--- src/rtl/uc_jogo_pkg.sv ---
// uc_jogo_pkg
// Shared definitions for the round-based ("siga a musica") game controller.
//   EST_W        : width of the state register
//   estado_t     : state codes, numbered in sequence order
//   erro_jogada(): decides whether the note just played counts as an error
package uc_jogo_pkg;

   localparam int EST_W = 5;

   typedef enum logic [EST_W-1:0] {
      INICIAL       = 5'd0,
      PREPARA       = 5'd1,
      INICIA_RODADA = 5'd2,
      MOSTRA        = 5'd3,
      FIM_MOSTRA    = 5'd4,
      PROX_MOSTRA   = 5'd5,
      INICIA_JOGADA = 5'd6,
      ESPERA_JOGADA = 5'd7,
      REGISTRA      = 5'd8,
      COMPARA       = 5'd9,
      FEEDBACK_OK   = 5'd10,
      FEEDBACK_ERRO = 5'd11,
      FIM_JOGADA    = 5'd12,
      PROX_JOGADA   = 5'd13,
      FIM_RODADA    = 5'd14,
      PROX_RODADA   = 5'd15,
      GANHOU        = 5'd16,
      PERDEU        = 5'd17,
      TIMEOUT       = 5'd18
   } estado_t;

   // Wrong pitch is always an error; wrong tempo only when tempo checking is on.
   function automatic logic erro_jogada(input logic nota_correta,
                                        input logic checa_tempo,
                                        input logic tempo_correto);
      return ~nota_correta | (checa_tempo & ~tempo_correto);
   endfunction

endpackage

--- src/rtl/uc_contador_erros.sv ---
// uc_contador_erros
// Saturating error counter.
//   clock, reset : clock, async active-high reset
//   clr_i        : synchronous clear (wins over inc_i)
//   inc_i        : add one, holding at MAX
//   cnt_o        : current count
//   limite_o     : registered flag, high when one more increment reaches MAX,
//                  so the FSM can decide "lost" in the same cycle it counts.
module uc_contador_erros #(
   parameter int MAX = 3,
   parameter int W   = 3
) (
   input  logic         clock,
   input  logic         reset,
   input  logic         clr_i,
   input  logic         inc_i,
   output logic [W-1:0] cnt_o,
   output logic         limite_o
);

   logic [W-1:0] cnt_q, cnt_d;
   logic         limite_q;

   always_comb begin
      cnt_d = cnt_q;
      if (clr_i)
         cnt_d = '0;
      else if (inc_i && (cnt_q != W'(MAX)))
         cnt_d = cnt_q + W'(1);
   end

   always_ff @(posedge clock or posedge reset) begin
      if (reset) begin
         cnt_q    <= '0;
         limite_q <= (MAX == 1);
      end else begin
         cnt_q    <= cnt_d;
         limite_q <= (cnt_d == W'(MAX - 1));
      end
   end

   assign cnt_o    = cnt_q;
   assign limite_o = limite_q;

endmodule

--- src/rtl/uc_jogo_rodadas.sv ---
// uc_jogo_rodadas
// Moore FSM sequencing the FPGAudio datapath in round-based mode: round N
// plays stored notes 0..N, then the player repeats them with pitch (and
// optionally tempo) checked. Tracks errors, timeout and end of song.
//   clock, reset          : clock, async active-high reset
//   iniciar               : start pulse (only honoured in INICIAL)
//   cancela               : synchronous abort to INICIAL, highest priority
//   checa_tempo           : count right-pitch/wrong-tempo notes as errors
//   nota_feita .. press_enter : datapath condition inputs
//   zeraC .. registra_erro    : datapath control strobes
//   pronto/ganhou/perdeu/timeout : game status
//   erros_cnt             : errors so far
//   db_estado             : current state code
module uc_jogo_rodadas
   import uc_jogo_pkg::*;
#(
   parameter int MAX_ERROS = 3,
   parameter int ESTADO_W  = 5
) (
   input  logic                clock,
   input  logic                reset,
   input  logic                iniciar,
   input  logic                cancela,
   input  logic                checa_tempo,
   input  logic                nota_feita,
   input  logic                nota_correta,
   input  logic                tempo_correto,
   input  logic                enderecoIgualRodada,
   input  logic                fimTF,
   input  logic                fimTempo,
   input  logic                fimCR,
   input  logic                fim_musica,
   input  logic                press_enter,
   output logic                zeraC,
   output logic                contaC,
   output logic                zeraCR,
   output logic                contaCR,
   output logic                zeraR,
   output logic                registraR,
   output logic                zeraTF,
   output logic                contaTF,
   output logic                zeraTempo,
   output logic                contaTempo,
   output logic                zeraMetro,
   output logic                contaMetro,
   output logic                leds_mem,
   output logic                ativa_leds,
   output logic                toca,
   output logic                registra_erro,
   output logic                pronto,
   output logic                ganhou,
   output logic                perdeu,
   output logic                timeout,
   output logic [2:0]          erros_cnt,
   output logic [ESTADO_W-1:0] db_estado
);

   estado_t state_q, state_d;
   logic    erro;
   logic    limite;

   assign erro = erro_jogada(nota_correta, checa_tempo, tempo_correto);

   // limite is registered from the count, so it is valid in COMPARA and tells
   // whether this error is the one that exhausts the budget.
   uc_contador_erros #(.MAX(MAX_ERROS), .W(3)) u_erros (
      .clock   (clock),
      .reset   (reset),
      .clr_i   (state_q == PREPARA),
      .inc_i   ((state_q == COMPARA) && erro),
      .cnt_o   (erros_cnt),
      .limite_o(limite)
   );

   always_comb begin
      state_d = state_q;
      case (state_q)
         INICIAL:       if (iniciar) state_d = PREPARA;
         PREPARA:       state_d = INICIA_RODADA;
         INICIA_RODADA: state_d = MOSTRA;
         MOSTRA:        if (fimTF) state_d = FIM_MOSTRA;
         FIM_MOSTRA:    state_d = enderecoIgualRodada ? INICIA_JOGADA : PROX_MOSTRA;
         PROX_MOSTRA:   state_d = MOSTRA;
         INICIA_JOGADA: state_d = ESPERA_JOGADA;
         ESPERA_JOGADA: begin
            // a keypress in the same cycle as the time limit still counts
            if (nota_feita)    state_d = REGISTRA;
            else if (fimTempo) state_d = TIMEOUT;
         end
         REGISTRA:      state_d = COMPARA;
         COMPARA: begin
            if (erro) state_d = limite ? PERDEU : FEEDBACK_ERRO;
            else      state_d = FEEDBACK_OK;
         end
         // feedback is held while the key is still down, so a long press
         // is not taken as the next note
         FEEDBACK_OK:   if (fimTF && !nota_feita) state_d = FIM_JOGADA;
         // INICIA_RODADA provides the timer clear and replays the same round
         FEEDBACK_ERRO: if (fimTF && !nota_feita) state_d = INICIA_RODADA;
         FIM_JOGADA:    state_d = enderecoIgualRodada ? FIM_RODADA : PROX_JOGADA;
         PROX_JOGADA:   state_d = ESPERA_JOGADA;
         FIM_RODADA:    state_d = (fim_musica || fimCR) ? GANHOU : PROX_RODADA;
         PROX_RODADA:   state_d = INICIA_RODADA;
         GANHOU, PERDEU, TIMEOUT: if (press_enter) state_d = INICIAL;
         default:       state_d = INICIAL;
      endcase
      if (cancela) state_d = INICIAL;
   end

   always_ff @(posedge clock or posedge reset) begin
      if (reset) state_q <= INICIAL;
      else       state_q <= state_d;
   end

   // Moore output decode
   always_comb begin
      zeraC = 1'b0;  contaC = 1'b0;  zeraCR = 1'b0;  contaCR = 1'b0;
      zeraR = 1'b0;  registraR = 1'b0;  zeraTF = 1'b0;  contaTF = 1'b0;
      zeraTempo = 1'b0;  contaTempo = 1'b0;  zeraMetro = 1'b0;  contaMetro = 1'b0;
      leds_mem = 1'b0;  ativa_leds = 1'b0;  toca = 1'b0;  registra_erro = 1'b0;
      pronto = 1'b0;  ganhou = 1'b0;  perdeu = 1'b0;  timeout = 1'b0;
      case (state_q)
         PREPARA: begin
            zeraC = 1'b1;  zeraCR = 1'b1;  zeraR = 1'b1;
            zeraMetro = 1'b1;  zeraTempo = 1'b1;  zeraTF = 1'b1;
         end
         INICIA_RODADA: begin zeraC = 1'b1;  zeraTF = 1'b1; end
         MOSTRA: begin
            leds_mem = 1'b1;  ativa_leds = 1'b1;  toca = 1'b1;  contaTF = 1'b1;
         end
         FIM_MOSTRA:    zeraTF = 1'b1;
         PROX_MOSTRA:   contaC = 1'b1;
         INICIA_JOGADA: begin zeraC = 1'b1;  zeraTempo = 1'b1;  zeraMetro = 1'b1; end
         ESPERA_JOGADA: begin registraR = 1'b1;  contaTempo = 1'b1;  contaMetro = 1'b1; end
         REGISTRA:      begin registraR = 1'b1;  contaMetro = 1'b1; end
         COMPARA:       begin registra_erro = 1'b1;  contaMetro = 1'b1; end
         FEEDBACK_OK:   begin ativa_leds = 1'b1;  toca = 1'b1;  contaTF = 1'b1; end
         FEEDBACK_ERRO: begin ativa_leds = 1'b1;  contaTF = 1'b1; end
         FIM_JOGADA:    begin zeraTF = 1'b1;  zeraTempo = 1'b1; end
         PROX_JOGADA:   begin contaC = 1'b1;  zeraMetro = 1'b1; end
         PROX_RODADA:   contaCR = 1'b1;
         GANHOU:        begin pronto = 1'b1;  ganhou = 1'b1; end
         PERDEU:        begin pronto = 1'b1;  perdeu = 1'b1; end
         TIMEOUT:       begin pronto = 1'b1;  timeout = 1'b1; end
         default: ;
      endcase
   end

   assign db_estado = ESTADO_W'(state_q);

endmodule

--- config.mk ---
export PLATFORM = sky130hd
export DESIGN_NAME = uc_jogo_rodadas
export DESIGN_NICKNAME = d
export VERILOG_FILES = /design/src/rtl/uc_jogo_pkg.sv /design/src/rtl/uc_contador_erros.sv /design/src/rtl/uc_jogo_rodadas.sv
export SDC_FILE = /design/constraint.sdc
export NUM_CORES = 1
export LEC_CHECK = 0
export ABC_AREA = 1
export BUFFER_PORTS_ARGS = -buffer_cell sky130_fd_sc_hd__buf_2
export CELL_PAD_IN_SITES_DETAIL_PLACEMENT = 1
export CELL_PAD_IN_SITES_GLOBAL_PLACEMENT = 1
export CORE_MARGIN = 8
export CORE_UTILIZATION = 23
export DETAILED_ROUTE_END_ITERATION = 6
export GPL_TIMING_DRIVEN = 0
export PLACE_DENSITY = 0.7
export SLEW_MARGIN = 20
export SYNTH_ARGS = -nofsm -noshare
export SYNTH_HDL_FRONTEND = slang
export SYNTH_SLANG_ARGS = --single-unit
--- constraint.sdc ---
create_clock -name clock -period 3.4 [get_ports clock]
set_clock_uncertainty 0.15 [all_clocks]
set_input_delay 0.17 -clock clock [delete_from_list [all_inputs] [get_ports clock]]
set_output_delay 0.17 -clock clock [all_outputs]
set_load 0.1 [all_outputs]
# After elaboration in Yosys (flattened, before gate mapping)
# Index checks and enable logic that the tools add are counted.
# word_totals
wordCells	88
register_bits	9
out_inout_bits	28
# op_classes
n_mux	34
addsub	1
n_reduce_logical	20
bitwise	4
n_eq_ne	26
# op_table
cell	count
case mux 5 bit (14 select lines)	1
two-way mux 5 bit	11
equality test 5 x 4 -> 1 bit (second input constant)	8
equality test 5 x 3 -> 1 bit (second input constant)	4
two-way mux 1 bit	18
OR reduction 3 bit	6
equality test 5 bit (second input constant)	3
!= test 3 bit (second input constant)	4
OR reduction 2 bit	6
equality test 5 x 2 -> 1 bit (second input constant)	2
two-way mux 3 bit	2
AND reduction 6 bit	1
equality test 5 x 1 -> 1 bit (second input constant)	1
logical NOT 5 bit	1
two-way mux 2 bit	2
!= test 4 bit (second input constant)	1
OR reduction 4 bit	1
adder 3 x 1 -> 3 bit (second input constant)	1
equality test 3 x 2 -> 1 bit (second input constant)	1
logical AND 1 bit	3
!= test 3 x 1 -> 1 bit (second input constant)	1
!= test 3 x 2 -> 1 bit (second input constant)	1
inverter 1 bit	2
bitwise AND 1 bit	1
3 further kinds	3

# Longest topological paths before layout
# logic_depth
ltp_word	8
depth_mapped	11
depth_no_buf	10

# Hierarchy
# Synthesis repeated with hierarchy kept, for this count alone.
# unflattened
cells_unflattened	175
hier_area_um2	993.5
# modules_own_cells
module	instances	area_each_um2	cells_each	seq_area_each_um2
uc_jogo_rodadas	1	785.8	149	125.1
uc_contador_erros	1	207.7	26	100.1

# Least setup slack after synthesis
# OpenSTA, ideal clock, no wires.
# synth_timing
path_type	flip-flop to output port
start	reg state_q[0] (netlist: db_estado[0])
end	out zeraTF
n_path_buf	1
path_stages_with_launch	6
arrival_ns	3.751
path_slack_ns	-0.671
t_required_ns	3.080
cell_sequence	dfrtp_1 -> buf_4 -> nand3_1 -> nor2_1 -> inv_1 -> nand3_1
# synth_via
elab_chain_len	3
# synth_lines
item	line	source
start, declared	uc_jogo_rodadas.sv:58	estado_t state_q, state_d;
start signal, assigned	uc_jogo_rodadas.sv:112	else state_q <= state_d;
equality test 5 x 4 -> 1 bit, or another cell as far along	uc_jogo_rodadas.sv:122	case (state_q)
OR reduction 4 bit (no line) *	--	
two-way mux 1 bit *	uc_jogo_rodadas.sv:122	
end, declared	uc_jogo_rodadas.sv:40	output logic zeraTF,
# Every way passes the cells marked *; elsewhere a longest branch is shown, timed or not.

# Final worst setup path
# layout_timing
start	reg state_q[3] (netlist: db_estado[3])
end	out zeraTF
# Same word-level chain as after synthesis.

==> flow_summary_export.csv <==
group,metric,value,unit
clock_tree,worst_setup_hold_path_clk_slew,50,ps
critical_path,cp-start-kind,"register",
final_layout,final_cell_mix,"49 x nand2_1, 41 x buf_2, 30 x inv_1",
timing,report.final.slew_viol_count,0,
route,ant_nets,0,
route,route.detailed.vias_per_inst,4.39,
route,drt_iter0_drc,38,
min_path,worst_hold_path_type,"in2reg",
timing,report.final.hold_viol_count,0,
pwr,power.density,853,nW/um^2
die,ioPinCount,42,
logic_synthesis,syn_area_per_cell,5.89,um^2
pwr,ir_worst_vdd,0.000429,V
timing,period_needed,2180,ps
die,fp-row-count,23,
pwr,post-layout-total-power,1.10,mW
global_routing,grt_overflow_total,0,
critical_path,first_element_of_the_critical_path,"db_estado[3]",
pwr,lkg_pwr,0.885,nW
timing,worst_pin_slew,500,ps
final_layout,antenna_cells,0,
clock_tree,clock_insertion_delay_worst_skew,230,ps
final_layout,layout.cell_area.non_filler,1280,um^2
route,num_vias,1132,
route,wl,3.20,mm
critical_path,worstSetupPathType,"reg2out",
timing,fin_tns_setup,0,ps
timing,unrepaired_setup_endpoints_after_global_routing,"no",
die,die_area,6460,um^2
critical_path,cpPeakStageDelay,500,ps
place,quantity_of_i_o_buffers_inserted_on_ports,41,
critical_path,r2r-start,"db_estado[3]",
logic_synthesis,yosys_warnings,0,
timing,final.period_utilization,64.1,%
final_layout,final_cell_count_no_fill,258,
critical_path,worst-endpoint-required,3080,ps
min_path,worstHoldStart,"press_enter",
global_routing,initial_antenna_violation_count,0,
clock_tree,clkSinkCount,9,
die,chipHeight,80.4,um
outcome,status,"finished clean",
die,placeable_core_area,4000,um^2
timing,timing.hold.ws,63.4,ps
clock_tree,cts-htree-levels,1,
run,timing.max_cap.violations,0,
logic_synthesis,syn_nets,178,
place,place_worst_setup_slack,1430,ps
global_routing,grt.total_usage,10.0,%
logic_synthesis,synthesis.area,953,um^2
final_layout,final_common_cell,"nand2_1",
place,gp_congestion,0.803,
critical_path,crit_fanout,7,
logic_synthesis,synth_cells,162,
final_layout,area_grow_syn2layout,34.6,%
final_layout,layout.filler_cells,555,
place,postPlaceCellArea,1230,um^2
final_layout,number_of_nets_at_the_end_of_the_flow,225,
timing,postLayoutSetupSlackWorst,1220,ps
global_routing,vias_in_the_first_global_route,1186,
critical_path,crit_path_frequent_cell,"inv_1",
clock_tree,cts_tree,"built",
clock_tree,cts.path.max_buffers,2,
logic_synthesis,synthDistinctLibCells,20,
critical_path,worst_setup_path_end_kind,"primary output",
timing,worst_slew_margin_rel,66.9,%
timing,setup_viol,0,
clock_tree,clock_tree.root_cell,"clkbuf_8",
die,initial_core_util,23.8,%
critical_path,worst_path_dominant_cell_family,"buffers and inverters",
clock_tree,cts_buffers,3,
timing,timing.fmax,459,MHz
place,placed_cells,253,
die,floorplan.die.width,80.4,um
route,drt_drc_violations_left,0,
route,wire_per_inst,12.4,um
final_layout,fraction_of_the_core_area_covered_by_cells_at_the_end_of_the_flow,32.1,%
route,drt_pass1_iterations,2,
place,dp_hpwl,2.76,mm
final_layout,layout-drive-gt1-share,32.7,%
global_routing,grt_pass1_wl,5.33,mm
critical_path,timing.reg2reg.setup_slack,1700,ps
critical_path,timing.critical_path.cells,"nor2_4, inv_1, nor2_2, inv_1, nand3_1, buf_2",
logic_synthesis,number_of_storage_elements_in_the_synthesis_netlist,9,
critical_path,slowest_stage,"dfrtp_1",
critical_path,cp.buffers_inverters,3,
critical_path,critPathArrivalTime,1860,ps
global_routing,grt_max_degree,11,
logic_synthesis,share_of_synthesized_area_occupied_by_flip_flops_and_latches,23.6,%
==> worst paths after layout <==
| path | cells after the start | to |
|---|---|---|
| setup / recovery | 6 | zeraTF |
| hold / removal | 4 | db_estado[4] |
| setup reg to reg | 9 | db_estado[3] |
| hold reg to reg | 3 | u_erros.cnt_o[0] |
| max in group asynchronous | 3 | db_estado[2] |
| min in group asynchronous | 3 | db_estado[3] |
==> sequential cells by signal (all words and copies together), names as in the netlist <==
| register | cells |
|---|---|
| u_erros.limite_o | 1 |
| u_erros.cnt_o | 3 |
| db_estado | 5 |
==> worst register-to-register path: cells and delay by family (launching register included) <==
| kind | cells | cell delay, ps |
|---|---|---|
| and+or+nand+nor | 7 | 810 |
| buffers and inverters | 2 | 190 |
| DFF | 1 | 500 |
==> routing by layer <==
metal | part of all wire (%) | vias up | track usage, %
li1 | - | 581 | -
met1 | 44 | 534 | 11.9
met2 | 51 | 17 | 18.0
met3 | 5.5 | 0 | 2.12
met4 | 0 | 0 | 1.64
met5 | 0 | - | 0
==> logic make-up (layout without fill, tap and decap cells) <==
logic type | count (synthesis) | in the layout | share of synthesized area [%]
and+or+nand+nor | 107 | 107 | 52.6
buffers and inverters | 40 | 86 | 18.5
DFF | 9 | 9 | 23.6
AOI/OAI and AO/OA | 4 | 4 | 2.62
adders and majority gates | 2 | 2 | 2.62
==> area by class of cell <==
type,instances,area (um^2),area share [%]
Multi-Input combinational cell,113,559,43.6
Sequential cell,9,225,17.5
Timing Repair Buffer,42,215,16.8
Inverter,35,131,10.2
Tap cell,50,62.6,4.87
Clock buffer,4,45.0,3.51
Buffer,5,45.0,3.51
==> synthesized netlist by cell type <==
library cell  instances  area, um^2
nand2_1              49         184
inv_1                30         113
nand3_1              24         120
nor2_1               15        56.3
dfrtp_1               9         225
nor2_2                5        31.3
inv_2                 4        15.0
buf_4                 3        22.5
nand2_2               3        18.8
nand3_2               3        30.0
a21oi_1               2        10.0
buf_6                 2        22.5
ha_1                  2        25.0
nand3b_1              2        15.0
nand4_1               2        12.5
nor2_4                2        22.5
o211ai_1              2        15.0
clkinv_1              1        3.75
nor3_1                1        5.00
or2_1                 1        6.26
==> report_power, final <==
group / internal (mW) / switching [mW] / total, mW
registers: 0.119 / 0.00685 / 0.126
logic: 0.143 / 0.704 / 0.847
clock network: 0.0816 / 0.0405 / 0.122
==> what timing repair did <==
action	4_1_cts	5_1_grt
resized for setup	0	0
setup buffers	0	0
hold endpoints to repair	9	0
hold buffers	1	0
No activity file was read; power rests on OpenSTA's default activity.
